===== config.mk =====
export PLATFORM = sky130hd
export DESIGN_NAME = writeback_stage_flat
export DESIGN_NICKNAME = d
export VERILOG_FILES = /design/src/rtl/riscv_pkg.sv /design/src/rtl/writeback_stage_if.sv /design/src/rtl/lsu_align.sv /design/src/rtl/writeback_stage.sv /design/src/flat_wrapper.sv
export SDC_FILE = /design/constraint.sdc
export NUM_CORES = 1
export LEC_CHECK = 0
export ABC_AREA = 1
export BUFFER_PORTS_ARGS = -buffer_cell sky130_fd_sc_hd__buf_2
export CORE_MARGIN = 3
export CORE_UTILIZATION = 38
export DETAILED_ROUTE_END_ITERATION = 16
export PLACE_DENSITY = 0.75
export SLEW_MARGIN = 5
export SYNTH_ARGS = -nofsm -noshare
export SYNTH_HDL_FRONTEND = slang
export SYNTH_SLANG_ARGS = --single-unit

===== constraint.sdc =====
create_clock -name clk -period 3.4 [get_ports clk]
set_input_delay 1.02 -clock clk [delete_from_list [all_inputs] [get_ports clk]]
set_output_delay 1.02 -clock clk [all_outputs]
set_load 0.1 [all_outputs]

===== src/rtl/riscv_pkg.sv =====
// Shared RISC-V encodings, writeback FSM states and data-bus payload types.
package riscv_pkg;

    localparam int unsigned XLEN   = 32;
    localparam int unsigned STRB_W = XLEN / 8;

    localparam logic [4:0] OPC_LOAD   = 5'b00000;
    localparam logic [4:0] OPC_STORE  = 5'b01000;
    localparam logic [4:0] OPC_JAL    = 5'b11011;
    localparam logic [4:0] OPC_JALR   = 5'b11001;
    localparam logic [4:0] OPC_LUI    = 5'b01101;
    localparam logic [4:0] OPC_AUIPC  = 5'b00101;
    localparam logic [4:0] OPC_OP_IMM = 5'b00100;
    localparam logic [4:0] OPC_OP     = 5'b01100;

    localparam logic [2:0] F3_B  = 3'b000;
    localparam logic [2:0] F3_H  = 3'b001;
    localparam logic [2:0] F3_W  = 3'b010;
    localparam logic [2:0] F3_BU = 3'b100;
    localparam logic [2:0] F3_HU = 3'b101;

    typedef enum logic [1:0] {
        IDLE,
        ACCESS,
        DONE
    } wb_state_e;

    typedef enum logic [2:0] {
        CLS_NONE,
        CLS_LOAD,
        CLS_STORE,
        CLS_JUMP,
        CLS_ALU
    } wb_class_e;

    typedef struct packed {
        logic              we;
        logic [XLEN-1:0]   addr;
        logic [XLEN-1:0]   wdata;
        logic [STRB_W-1:0] wstrb;
    } dbus_cmd_t;

    // Encodings without the 2'b11 low bits are treated as "no instruction present".
    function automatic wb_class_e classify(input logic [6:0] opcode);
        wb_class_e cls;
        cls = CLS_NONE;
        if (opcode[1:0] == 2'b11) begin
            case (opcode[6:2])
                OPC_LOAD:                         cls = CLS_LOAD;
                OPC_STORE:                        cls = CLS_STORE;
                OPC_JAL, OPC_JALR:                cls = CLS_JUMP;
                OPC_LUI, OPC_AUIPC,
                OPC_OP_IMM, OPC_OP:               cls = CLS_ALU;
                default:                          cls = CLS_NONE;
            endcase
        end
        return cls;
    endfunction

    // size is func3[1:0]; the unused 2'b11 size is always rejected.
    function automatic logic is_aligned(input logic [1:0] size, input logic [1:0] addr_lo);
        logic ok;
        case (size)
            2'b00:   ok = 1'b1;
            2'b01:   ok = ~addr_lo[0];
            2'b10:   ok = (addr_lo == 2'b00);
            default: ok = 1'b0;
        endcase
        return ok;
    endfunction

endpackage


===== src/rtl/writeback_stage_if.sv =====
// Data-memory request/acknowledge bus between the writeback stage and memory.
interface writeback_stage_if;
    import riscv_pkg::*;

    logic              dbus_req;
    logic              dbus_we;
    logic [XLEN-1:0]   dbus_addr;
    logic [XLEN-1:0]   dbus_wdata;
    logic [STRB_W-1:0] dbus_wstrb;
    logic              dbus_ack;
    logic [XLEN-1:0]   dbus_rdata;

    modport master (
        output dbus_req, dbus_we, dbus_addr, dbus_wdata, dbus_wstrb,
        input  dbus_ack, dbus_rdata
    );

    modport slave (
        input  dbus_req, dbus_we, dbus_addr, dbus_wdata, dbus_wstrb,
        output dbus_ack, dbus_rdata
    );

endinterface


===== src/rtl/lsu_align.sv =====
// Byte-lane steering for stores and lane extraction plus sign/zero extension for loads.
module lsu_align
    import riscv_pkg::*;
(
    input  logic [2:0]        func3,
    input  logic [1:0]        addr_lo,
    input  logic [XLEN-1:0]   store_data,
    input  logic [XLEN-1:0]   load_word,
    output logic [XLEN-1:0]   store_wdata_c,
    output logic [STRB_W-1:0] store_wstrb_c,
    output logic [XLEN-1:0]   load_data_c
);

    logic [7:0]  load_byte;
    logic [15:0] load_half;

    // Narrow stores replicate their data across every lane; strobes pick the real one.
    always_comb begin : store_lanes
        store_wdata_c = store_data;
        store_wstrb_c = '1;
        case (func3[1:0])
            2'b00: begin
                store_wdata_c = {4{store_data[7:0]}};
                store_wstrb_c = STRB_W'(4'b0001 << addr_lo);
            end
            2'b01: begin
                store_wdata_c = {2{store_data[15:0]}};
                store_wstrb_c = STRB_W'(4'b0011 << {addr_lo[1], 1'b0});
            end
            default: ;
        endcase
    end

    always_comb begin : load_lanes
        load_byte   = load_word[{addr_lo, 3'b000} +: 8];
        load_half   = addr_lo[1] ? load_word[31:16] : load_word[15:0];
        load_data_c = load_word;
        case (func3)
            F3_B:    load_data_c = {{24{load_byte[7]}}, load_byte};
            F3_H:    load_data_c = {{16{load_half[15]}}, load_half};
            F3_BU:   load_data_c = {24'd0, load_byte};
            F3_HU:   load_data_c = {16'd0, load_half};
            default: load_data_c = load_word;
        endcase
    end

endmodule


===== src/rtl/writeback_stage.sv =====
// Writeback stage: data-memory access FSM with timeout, load capture and register write-back mux.
module writeback_stage
    import riscv_pkg::*;
#(
    parameter int unsigned TIMEOUT = 255
) (
    input  logic            clk,
    input  logic            rst,
    input  logic [XLEN-1:0] instruction_ppl,
    input  logic [XLEN-1:0] PC_ppl,
    input  logic [XLEN-1:0] ALU_ppl,
    input  logic [XLEN-1:0] rdata2_forwarded_ppl,
    writeback_stage_if.master dbus,
    output logic [XLEN-1:0] wdata,
    output logic            reg_wr,
    output logic            stall,
    output logic            misaligned,
    output logic            bus_err
);

    localparam int unsigned     CNT_W    = 8;
    localparam logic [CNT_W-1:0] CNT_LAST = CNT_W'(TIMEOUT - 1);

    wb_state_e          state_q, state_d;
    wb_class_e          cls;
    logic [2:0]         func3;
    logic [4:0]         rd;
    logic               mem_op;
    logic               aligned;
    logic               start, capture, abort;

    logic               req_q;
    dbus_cmd_t          cmd_q, cmd_d;
    logic [CNT_W-1:0]   cnt_q;
    logic [XLEN-1:0]    load_q;
    logic               err_q;

    logic [XLEN-1:0]    st_wdata_c;
    logic [STRB_W-1:0]  st_wstrb_c;
    logic [XLEN-1:0]    ld_data_c;
    logic               unused_instr_bits;

    assign cls     = classify(instruction_ppl[6:0]);
    assign func3   = instruction_ppl[14:12];
    assign rd      = instruction_ppl[11:7];
    assign mem_op  = (cls == CLS_LOAD) || (cls == CLS_STORE);
    assign aligned = is_aligned(func3[1:0], ALU_ppl[1:0]);
    assign unused_instr_bits = ^instruction_ppl[31:15];

    lsu_align u_lsu_align (
        .func3         (func3),
        .addr_lo       (ALU_ppl[1:0]),
        .store_data    (rdata2_forwarded_ppl),
        .load_word     (load_q),
        .store_wdata_c (st_wdata_c),
        .store_wstrb_c (st_wstrb_c),
        .load_data_c   (ld_data_c)
    );

    always_ff @(posedge clk or negedge rst) begin : state_reg
        if (!rst) begin
            state_q <= IDLE;
        end else begin
            state_q <= state_d;
        end
    end

    // Next state plus the combinational stall / misaligned strobes.
    always_comb begin : fsm_next
        state_d    = state_q;
        stall      = 1'b0;
        misaligned = 1'b0;
        start      = 1'b0;
        capture    = 1'b0;
        abort      = 1'b0;
        case (state_q)
            IDLE: begin
                if (mem_op) begin
                    if (aligned) begin
                        stall   = 1'b1;
                        start   = 1'b1;
                        state_d = ACCESS;
                    end else begin
                        misaligned = 1'b1;
                    end
                end
            end
            ACCESS: begin
                stall = 1'b1;
                if (dbus.dbus_ack) begin
                    capture = 1'b1;
                    state_d = DONE;
                end else if (cnt_q == CNT_LAST) begin
                    abort   = 1'b1;
                    state_d = DONE;
                end
            end
            DONE:    state_d = IDLE;
            default: state_d = IDLE;
        endcase
    end

    // Request payload is frozen at issue so the bus sees stable values until ack.
    always_comb begin : cmd_build
        cmd_d       = '0;
        cmd_d.addr  = {ALU_ppl[XLEN-1:2], 2'b00};
        if (cls == CLS_STORE) begin
            cmd_d.we    = 1'b1;
            cmd_d.wdata = st_wdata_c;
            cmd_d.wstrb = st_wstrb_c;
        end
    end

    always_ff @(posedge clk or negedge rst) begin : bus_regs
        if (!rst) begin
            req_q  <= 1'b0;
            cmd_q  <= '0;
            cnt_q  <= '0;
            load_q <= '0;
            err_q  <= 1'b0;
        end else begin
            err_q <= abort;
            if (start) begin
                req_q <= 1'b1;
                cmd_q <= cmd_d;
                cnt_q <= '0;
            end else if (capture || abort) begin
                req_q <= 1'b0;
            end else if (state_q == ACCESS) begin
                cnt_q <= cnt_q + CNT_W'(1);
            end
            if (capture) begin
                load_q <= dbus.dbus_rdata;
            end
        end
    end

    assign dbus.dbus_req   = req_q;
    assign dbus.dbus_we    = cmd_q.we;
    assign dbus.dbus_addr  = cmd_q.addr;
    assign dbus.dbus_wdata = cmd_q.wdata;
    assign dbus.dbus_wstrb = cmd_q.wstrb;
    assign bus_err         = err_q;

    // Loads write only in DONE after a real ack; rd == x0 never writes.
    always_comb begin : wb_mux
        wdata  = '0;
        reg_wr = 1'b0;
        case (cls)
            CLS_LOAD: begin
                if (state_q == DONE) begin
                    wdata  = ld_data_c;
                    reg_wr = (rd != 5'd0) && !err_q;
                end
            end
            CLS_JUMP: begin
                wdata  = PC_ppl + XLEN'(4);
                reg_wr = (rd != 5'd0) && !stall;
            end
            CLS_ALU: begin
                wdata  = ALU_ppl;
                reg_wr = (rd != 5'd0) && !stall;
            end
            default: ;
        endcase
    end

endmodule


===== src/flat_wrapper.sv =====
// flat-port wrapper written by rule: the top's interface ports become plain ports
module writeback_stage_flat import riscv_pkg::*;
#(
    parameter int unsigned TIMEOUT = 255
)
  (clk, rst, instruction_ppl, PC_ppl, ALU_ppl, rdata2_forwarded_ppl, wdata, reg_wr, stall, misaligned, bus_err, dbus_dbus_req, dbus_dbus_we, dbus_dbus_addr, dbus_dbus_wdata, dbus_dbus_wstrb, dbus_dbus_ack, dbus_dbus_rdata);
  writeback_stage_if dbus_i ();
  input  logic clk;
  input  logic rst;
  input  logic [XLEN-1:0] instruction_ppl;
  input  logic [XLEN-1:0] PC_ppl;
  input  logic [XLEN-1:0] ALU_ppl;
  input  logic [XLEN-1:0] rdata2_forwarded_ppl;
  output logic [XLEN-1:0] wdata;
  output logic reg_wr;
  output logic stall;
  output logic misaligned;
  output logic bus_err;
  output wire logic [$bits(dbus_i.dbus_req)-1:0] dbus_dbus_req;
  output wire logic [$bits(dbus_i.dbus_we)-1:0] dbus_dbus_we;
  output wire logic [$bits(dbus_i.dbus_addr)-1:0] dbus_dbus_addr;
  output wire logic [$bits(dbus_i.dbus_wdata)-1:0] dbus_dbus_wdata;
  output wire logic [$bits(dbus_i.dbus_wstrb)-1:0] dbus_dbus_wstrb;
  input wire logic [$bits(dbus_i.dbus_ack)-1:0] dbus_dbus_ack;
  input wire logic [$bits(dbus_i.dbus_rdata)-1:0] dbus_dbus_rdata;
  assign dbus_dbus_req = dbus_i.dbus_req;
  assign dbus_dbus_we = dbus_i.dbus_we;
  assign dbus_dbus_addr = dbus_i.dbus_addr;
  assign dbus_dbus_wdata = dbus_i.dbus_wdata;
  assign dbus_dbus_wstrb = dbus_i.dbus_wstrb;
  assign dbus_i.dbus_ack = dbus_dbus_ack;
  assign dbus_i.dbus_rdata = dbus_dbus_rdata;
  writeback_stage #(.TIMEOUT(TIMEOUT)) u_core (.clk(clk), .rst(rst), .instruction_ppl(instruction_ppl), .PC_ppl(PC_ppl), .ALU_ppl(ALU_ppl), .rdata2_forwarded_ppl(rdata2_forwarded_ppl), .dbus(dbus_i), .wdata(wdata), .reg_wr(reg_wr), .stall(stall), .misaligned(misaligned), .bus_err(bus_err));
endmodule

-- Word level (Yosys, flattened, before mapping)
Memory sizes are Yosys's and may differ from the RTL's.
Index checks and enable logic that the tools add are counted.
- logic and storage cells: 83
- memory bits (read-only): 96
- register bits: 111
- input port bits: 163
- memories kept: 1
- output and inout bits: 106
- memory list (memory ; depth ; width ; read ports ; clocked after memory_dff ; write ports ; RTL line ; source):
    (name not given) ; 32 ; 3 ; 1 ; 0 ; 0 ; riscv_pkg.sv:48 ; case (opcode[6:2])
- equal/unequal tests: 17
- bitwise logic cells: 1
- reduce and logical (&&, ||, !) cells: 16
- shift operators: 3
- multiplexer cells: 34
- add/sub/neg operators: 2
- operator list (operator ; count):
    32-bit one-hot mux with 4 select lines ; 1
    32-bit one-hot mux with 3 select lines ; 1
    32-bit one-hot mux with 2 select lines ; 1
    36-bit 2-to-1 mux ; 1
    32-bit by 3-bit adder with 32-bit output, second input constant ; 1
    32-bit 2-to-1 mux ; 1
    32-bit by 6-bit variable part select with 8-bit output ; 1
    8-bit 2-to-1 mux ; 3
    16-bit 2-to-1 mux ; 1
    1-bit 2-to-1 mux ; 15
    3-bit == test, second input constant ; 3
    8-bit by 1-bit adder with 8-bit output, second input constant ; 1
    8-bit == test, second input constant ; 1
    2-bit 2-to-1 mux ; 4
    4-bit one-hot mux with 2 select lines ; 1
    2-bit == test, second input constant ; 3
    3-bit by 1-bit == test with 1-bit output, second input constant ; 2
    3-bit by 2-bit == test with 1-bit output, second input constant ; 2
    2-bit zero test ; 3
    2-bit by 1-bit != test with 1-bit output, second input constant ; 3
    5-bit nonzero test ; 1
    2-bit by 1-bit == test with 1-bit output, second input constant ; 2
    1-bit one-hot mux with 2 select lines ; 2
    2-bit one-hot mux with 2 select lines ; 1
    14 further kinds ; 18

-- Depth between registers and ports, before layout
- word-level depth: 9
- gate-level depth with buffers: 12
- mapped depth without buffers: 12

-- By module
From an unflattened synthesis, not the netlist that was laid out.
- cell total of the unflattened synthesis: 999
- area, all modules: 7340.8 sq um
- by module, submodules not included (module ; seq. area each (sq um) ; times used ; cells an instance ; area each (sq um)):
    writeback_stage ; 2777.7 ; 1 ; 754 ; 6193.4
    lsu_align ; 0.0 ; 1 ; 245 ; 1147.4

-- Worst setup path before layout
No wires, ideal clock.
- path type: input to output
- start point: input port instruction_ppl[3]
- end point: output port misaligned
- path slack: -830 ps
- buffers on the path: 2
- stages: 5
- required time: 2380 ps
- arrival: 3210 ps
- cells stage by stage: nor3_2 > nand4_1 > buf_2 > buf_1 > a21oi_1
- word-level cells in the longest chain between the ends: 6
- elaborated cells between the ends (all ways): 7
- classes of those cells: 2 x eq/ne; 3 x mux; 1 x reduce/logical; 1 x memory
- ends and longest elaborated chain (item ; RTL line ; source):
    start: declaration ; flat_wrapper.sv:10 ; input logic [XLEN-1:0] instruction_ppl;
    memory read 32 x 3 bit (*) ; - ;
    3-bit 2-to-1 mux (*) ; riscv_pkg.sv:47 ; if (opcode[1:0] == 2'b11) begin
    3-bit by 1-bit == test with 1-bit output / 3-bit by 2-bit == test with 1-bit output (equally long branches) ; writeback_stage.sv:46 ; assign mem_op = (cls == CLS_LOAD) || (cls == CLS_STORE);
    1-bit logical OR (*) ; writeback_stage.sv:46 ;
    1-bit 2-to-1 mux (*) ; writeback_stage.sv:78 ; if (mem_op) begin
    1-bit 2-to-1 mux (*) ; writeback_stage.sv:76 ; case (state_q)
    end: declaration ; flat_wrapper.sv:17 ; output logic misaligned;
Mark *: on every way between the ends. The rest lies on a longest branch, timed or not.

-- Worst setup path after layout
- start point: input port instruction_ppl[2]
- end point: output port wdata[10]
- word-level cells in the longest chain between the ends: 4
- elaborated cells between the ends (all ways): 6
- classes of those cells: 3 x eq/ne; 2 x mux; 1 x memory
- ends and longest elaborated chain (item ; RTL line ; source):
    memory read 32 x 3 bit (*) ; - ;
    3-bit 2-to-1 mux (*) ; riscv_pkg.sv:47 ;
    3-bit == test, or another cell as far along ; writeback_stage.sv:149 ; case (cls)
    32-bit one-hot mux with 3 select lines (*) ; writeback_stage.sv:149 ;
    end: declaration ; flat_wrapper.sv:14 ; output logic [XLEN-1:0] wdata;
Marks and branches as above.

==> qor.txt <==
Worst Hold Launch -> u_core.dbus.dbus_addr[26]$_DFFE_PN0N_
Detail-routed net length per standard cell -> 16.88 um
Number of nets with antenna violations after routing -> 0
Count of unique library cells instantiated by Yosys -> 37
Worst endpoint data arrival time -> 2.46 ns
Clock root cell -> sky130_fd_sc_hd__clkbuf_16
Standby leakage power -> 0.005386 uW
Average instance area after synthesis -> 6.795 um^2
H-tree Lvls -> 3
Count of flip-flops with a built-in enable after synthesis -> 0
Setup slack on the worst flop-to-flop path -> 1.66 ns
Max-cap check violation count -> 0
Xor and xnor fraction of the mapped netlist area -> 0.008794
Origin of the critical flop-to-flop path -> u_core.cnt_q[0]$_DFFE_PN0P_
Die outline area -> 0.02001 mm^2
Upper clock frequency limit -> 0.2873 GHz
Net count reported at finish -> 1460
Area fraction in compound gates after synthesis -> 0.07753
Setup ws final -> -0.08037 ns
Final weighted congestion in routability-driven placement -> 0.9310
Post-Route WL -> 25.74 mm
Fill cell total of the finished layout -> 1655
Final Total Pwr -> 3931 uW
Slowest stage cell, crit path -> sky130_fd_sc_hd__clkbuf_16
Overall fraction of global-route tracks in use -> 0.2483
Ordered list of cells on the worst path -> buf_8 > nor3_4 > nand4_1 > nor2_4 > buf_6 > nand2_2 > o211ai_1 > clkbuf_16
Total overflow reported by the global router -> 0
Total clock buffers created by CTS -> 9
Die width -> 141.5 um
Post-Synthesis Cells -> 1026
Worst hold stages -> 2
DPL Wire Length -> 20.36 mm
Prevailing post-synth register cell -> sky130_fd_sc_hd__dfrtp_1
Synthesis-stage register bit count -> 111
TritonCTS clock tree -> built
Hold buffer count at CTS -> 0
Clk pin slew, worst setup/hold paths -> 0.07 ns
Most frequent standard cell in the layout excluding fill and tap cells -> sky130_fd_sc_hd__nand2_1
Global-route wire length before repair -> 39.28 mm
R2r endpoint -> u_core.cnt_q[5]$_DFFE_PN0P_
Design area -> 0.009906 mm^2
Worst-case clock skew -> 0.01586 ns
Starting density of the core -> 0.3962
Final Hold Violating Endpoints -> 0
Max Root-Sink Buffers -> 2
Peak VDD IR -> 312.1 uV
Final setup fails -> 22
Worst Path Class, Setup -> input pin to primary output
Placed cell area -> 0.009315 mm^2
Post-Synth Adder-Cell Area -> 0.005384
FFs w/ async S/R, synth -> 1.000
IO Port Bufs -> 249
Sequential cell area fraction in the yosys report -> 0.3984
Endpoint required time on the critical path -> 2.38 ns
Crit path buffers/inverters -> 3
Floorplan die height -> 141.5 um
Power density normalized to cell area -> 396.8 mW/mm^2
Layout overhead on the synthesized area -> 42.09%
Kind of launch point of the worst setup path -> input pin
Part of the cycle the worst path needs -> 1.024
Final TNS setup -> -0.6041 ns
Count of unresolved DRC violations after routing -> 0
Layout cell share with drive strength beyond 1 -> 0.3387
Largest family of logic cells by synthesized area -> simple AND/OR/NAND/NOR gates
Count of clock tree sinks -> 111
Most frequent cells in the layout -> sky130_fd_sc_hd__nand2_1 (385), sky130_fd_sc_hd__buf_2 (211), sky130_fd_sc_hd__dfrtp_1 (111), sky130_fd_sc_hd__nor2_1 (105), sky130_fd_sc_hd__inv_1 (73)
Non-filler instance count after layout -> 1525
Slew Limit Fails -> 0
Maximum fanout count along the critical path -> 6
Detailed-router iteration count before antenna repair -> 5
Sequential standard cell area -> 0.002778 mm^2
Syn. warnings -> 0
Endpoint of the worst hold path -> u_core.dbus.dbus_addr[26]$_DFFE_PN0N_
Number of antenna violations at the first check in global routing -> 2
Outcome -> finished, violations left
CP peak stage delay -> 0.28 ns
Boundary pin count -> 269
Depth of the worst register-to-register path -> 11
Row cnt -> 48
Multi-input gate area -> 0.003908 mm^2
Simple-gate portion of the synthesized area -> 0.3921
Clock latency at the later pin of the worst-skew pair -> 0.37 ns
Multiplexer share of the synthesized area -> 0.03392
Measured slew at the worst slew-check pin -> 0.5948 ns
Instance count after placement with tap cells included -> 1502
Worst slew margin relative to its limit -> 0.6035
Iter 0 DRT Violations -> 852
Hold WC Path Type -> flip-flop to flip-flop
Via count of the first global-routing pass -> 7369
Violated checks -> setup timing
Pin count of the biggest net entering global routing -> 77
Post-synthesis instance area -> 0.006972 mm^2
Crit. End Element -> primary output
Area of the core -> 0.01760 mm^2
Routed via count divided by cell count -> 5.111
RSZ-0062 raised after global routing -> true
Minimum clock period after layout -> 3.480 ns
Via total after detailed routing -> 7794
Cell type group with the largest total delay on the critical path -> simple AND/OR/NAND/NOR gates
## cell type report
type                       count  area share
multi-input combinational    788      0.3945
sequential                   111      0.2804
timing repair buffer         301      0.2314
inverter                      83     0.03221
tap                          225     0.02842
clock buffer                   9     0.02274
clock inverter                 7     0.01010
antenna                        1   0.0002526
## cells in the mapped netlist, types with 2 or more instances
cell type                    n  area, um^2
sky130_fd_sc_hd__nand2_1   397        1490
sky130_fd_sc_hd__o22ai_1     5       31.28
sky130_fd_sc_hd__mux2_2     21       236.5
sky130_fd_sc_hd__nor3_1     15       75.07
sky130_fd_sc_hd__nand3_1   102       510.5
sky130_fd_sc_hd__nor2_2      2       12.51
sky130_fd_sc_hd__o221ai_1    2       17.52
sky130_fd_sc_hd__o21ai_1     7       35.03
sky130_fd_sc_hd__inv_1      77       289.0
sky130_fd_sc_hd__dfrtp_1   111        2778
sky130_fd_sc_hd__xnor2_1     3       26.28
sky130_fd_sc_hd__nand2_2     2       12.51
sky130_fd_sc_hd__nand4_1     6       37.54
sky130_fd_sc_hd__o21ai_0    40       200.2
sky130_fd_sc_hd__clkbuf_1   11       41.29
sky130_fd_sc_hd__nor2_1    112       420.4
sky130_fd_sc_hd__buf_4       6       45.04
sky130_fd_sc_hd__or2_2      19       118.9
sky130_fd_sc_hd__a21oi_1    24       120.1
sky130_fd_sc_hd__xor2_1      4       35.03
sky130_fd_sc_hd__o21ai_2     6       52.55
sky130_fd_sc_hd__buf_6       7       78.83
sky130_fd_sc_hd__inv_2       6       22.52
sky130_fd_sc_hd__buf_2      20       100.1
sky130_fd_sc_hd__ha_1        3       37.54
sky130_fd_sc_hd__o211ai_1    7       52.55
## metrics by stage
stage                       util  hold slack [ns]  setup WS [ns]
after global routing      0.5629           0.5030        -0.1357
after detailed placement  0.5294           0.4596       -0.06005
after floorplan                -           0.4714        -0.4330
final                     0.5629           0.4767       -0.08037
after CTS                 0.5515           0.4805       -0.03923
after global placement    0.5294           0.4584       -0.03407
## timing repair
item,in CTS,in global routing
setup endpoints to repair,25,32
pin swaps,5,17
gates resized for setup,7,43
setup buffers,0,3
cloned,1,2
## worst max path at each step
| stage | startpoint | cells past startpoint | slack [ns] | endpoint |
|---|---|---|---|---|
| after detailed placement | ALU_ppl[1] | 10 | -0.06 | wdata[18] |
| final | instruction_ppl[2] | 8 | -0.08 | wdata[10] |
| after CTS | instruction_ppl[3] | 8 | -0.04 | wdata[2] |
| after global routing | instruction_ppl[2] | 8 | -0.14 | wdata[10] |
| after global placement | PC_ppl[2] | 10 | -0.03 | wdata[9] |
| after floorplan | instruction_ppl[0] | 5 | -0.43 | wdata[10] |
## worst min-delay path: stages (launching register included)
cell,delay (ns)
sky130_fd_sc_hd__dfrtp_1,0.34
sky130_fd_sc_hd__nand2_1,0.05
sky130_fd_sc_hd__nand2_1,0.05
## state kept, by name (all words and copies together) (netlist names)
signal	flops
u_core.dbus.dbus_wdata	32
u_core.load_q	32
u_core.dbus.dbus_addr	30
u_core.cnt_q	8
u_core.dbus.dbus_wstrb	4
u_core.state_q	2
u_core.bus_err	1
u_core.dbus.dbus_req	1
u_core.dbus.dbus_we	1
## kinds of logic after synthesis
family	after synthesis
xor+xnor	7
fa+ha+maj	3
mux	21
flops	111
buf+inv	128
other cells	1
compound gates	95
simple gates	660
## where the power goes
part,switching (uW),leakage [uW],internal [uW]
clock network,566,0.000158,598
registers,95.8,0.00146,1460
logic,883,0.00377,331
## routing by layer
layer  track usage  routed length [um]  vias up
li1              -                   -     3791
met1        0.3445               10880     3584
met2        0.4096               12110      376
met3       0.03707                2191       41
met4       0.06313                 545        2
met5             0                  13        -
Note: power is estimated with default switching activity, not from simulation.
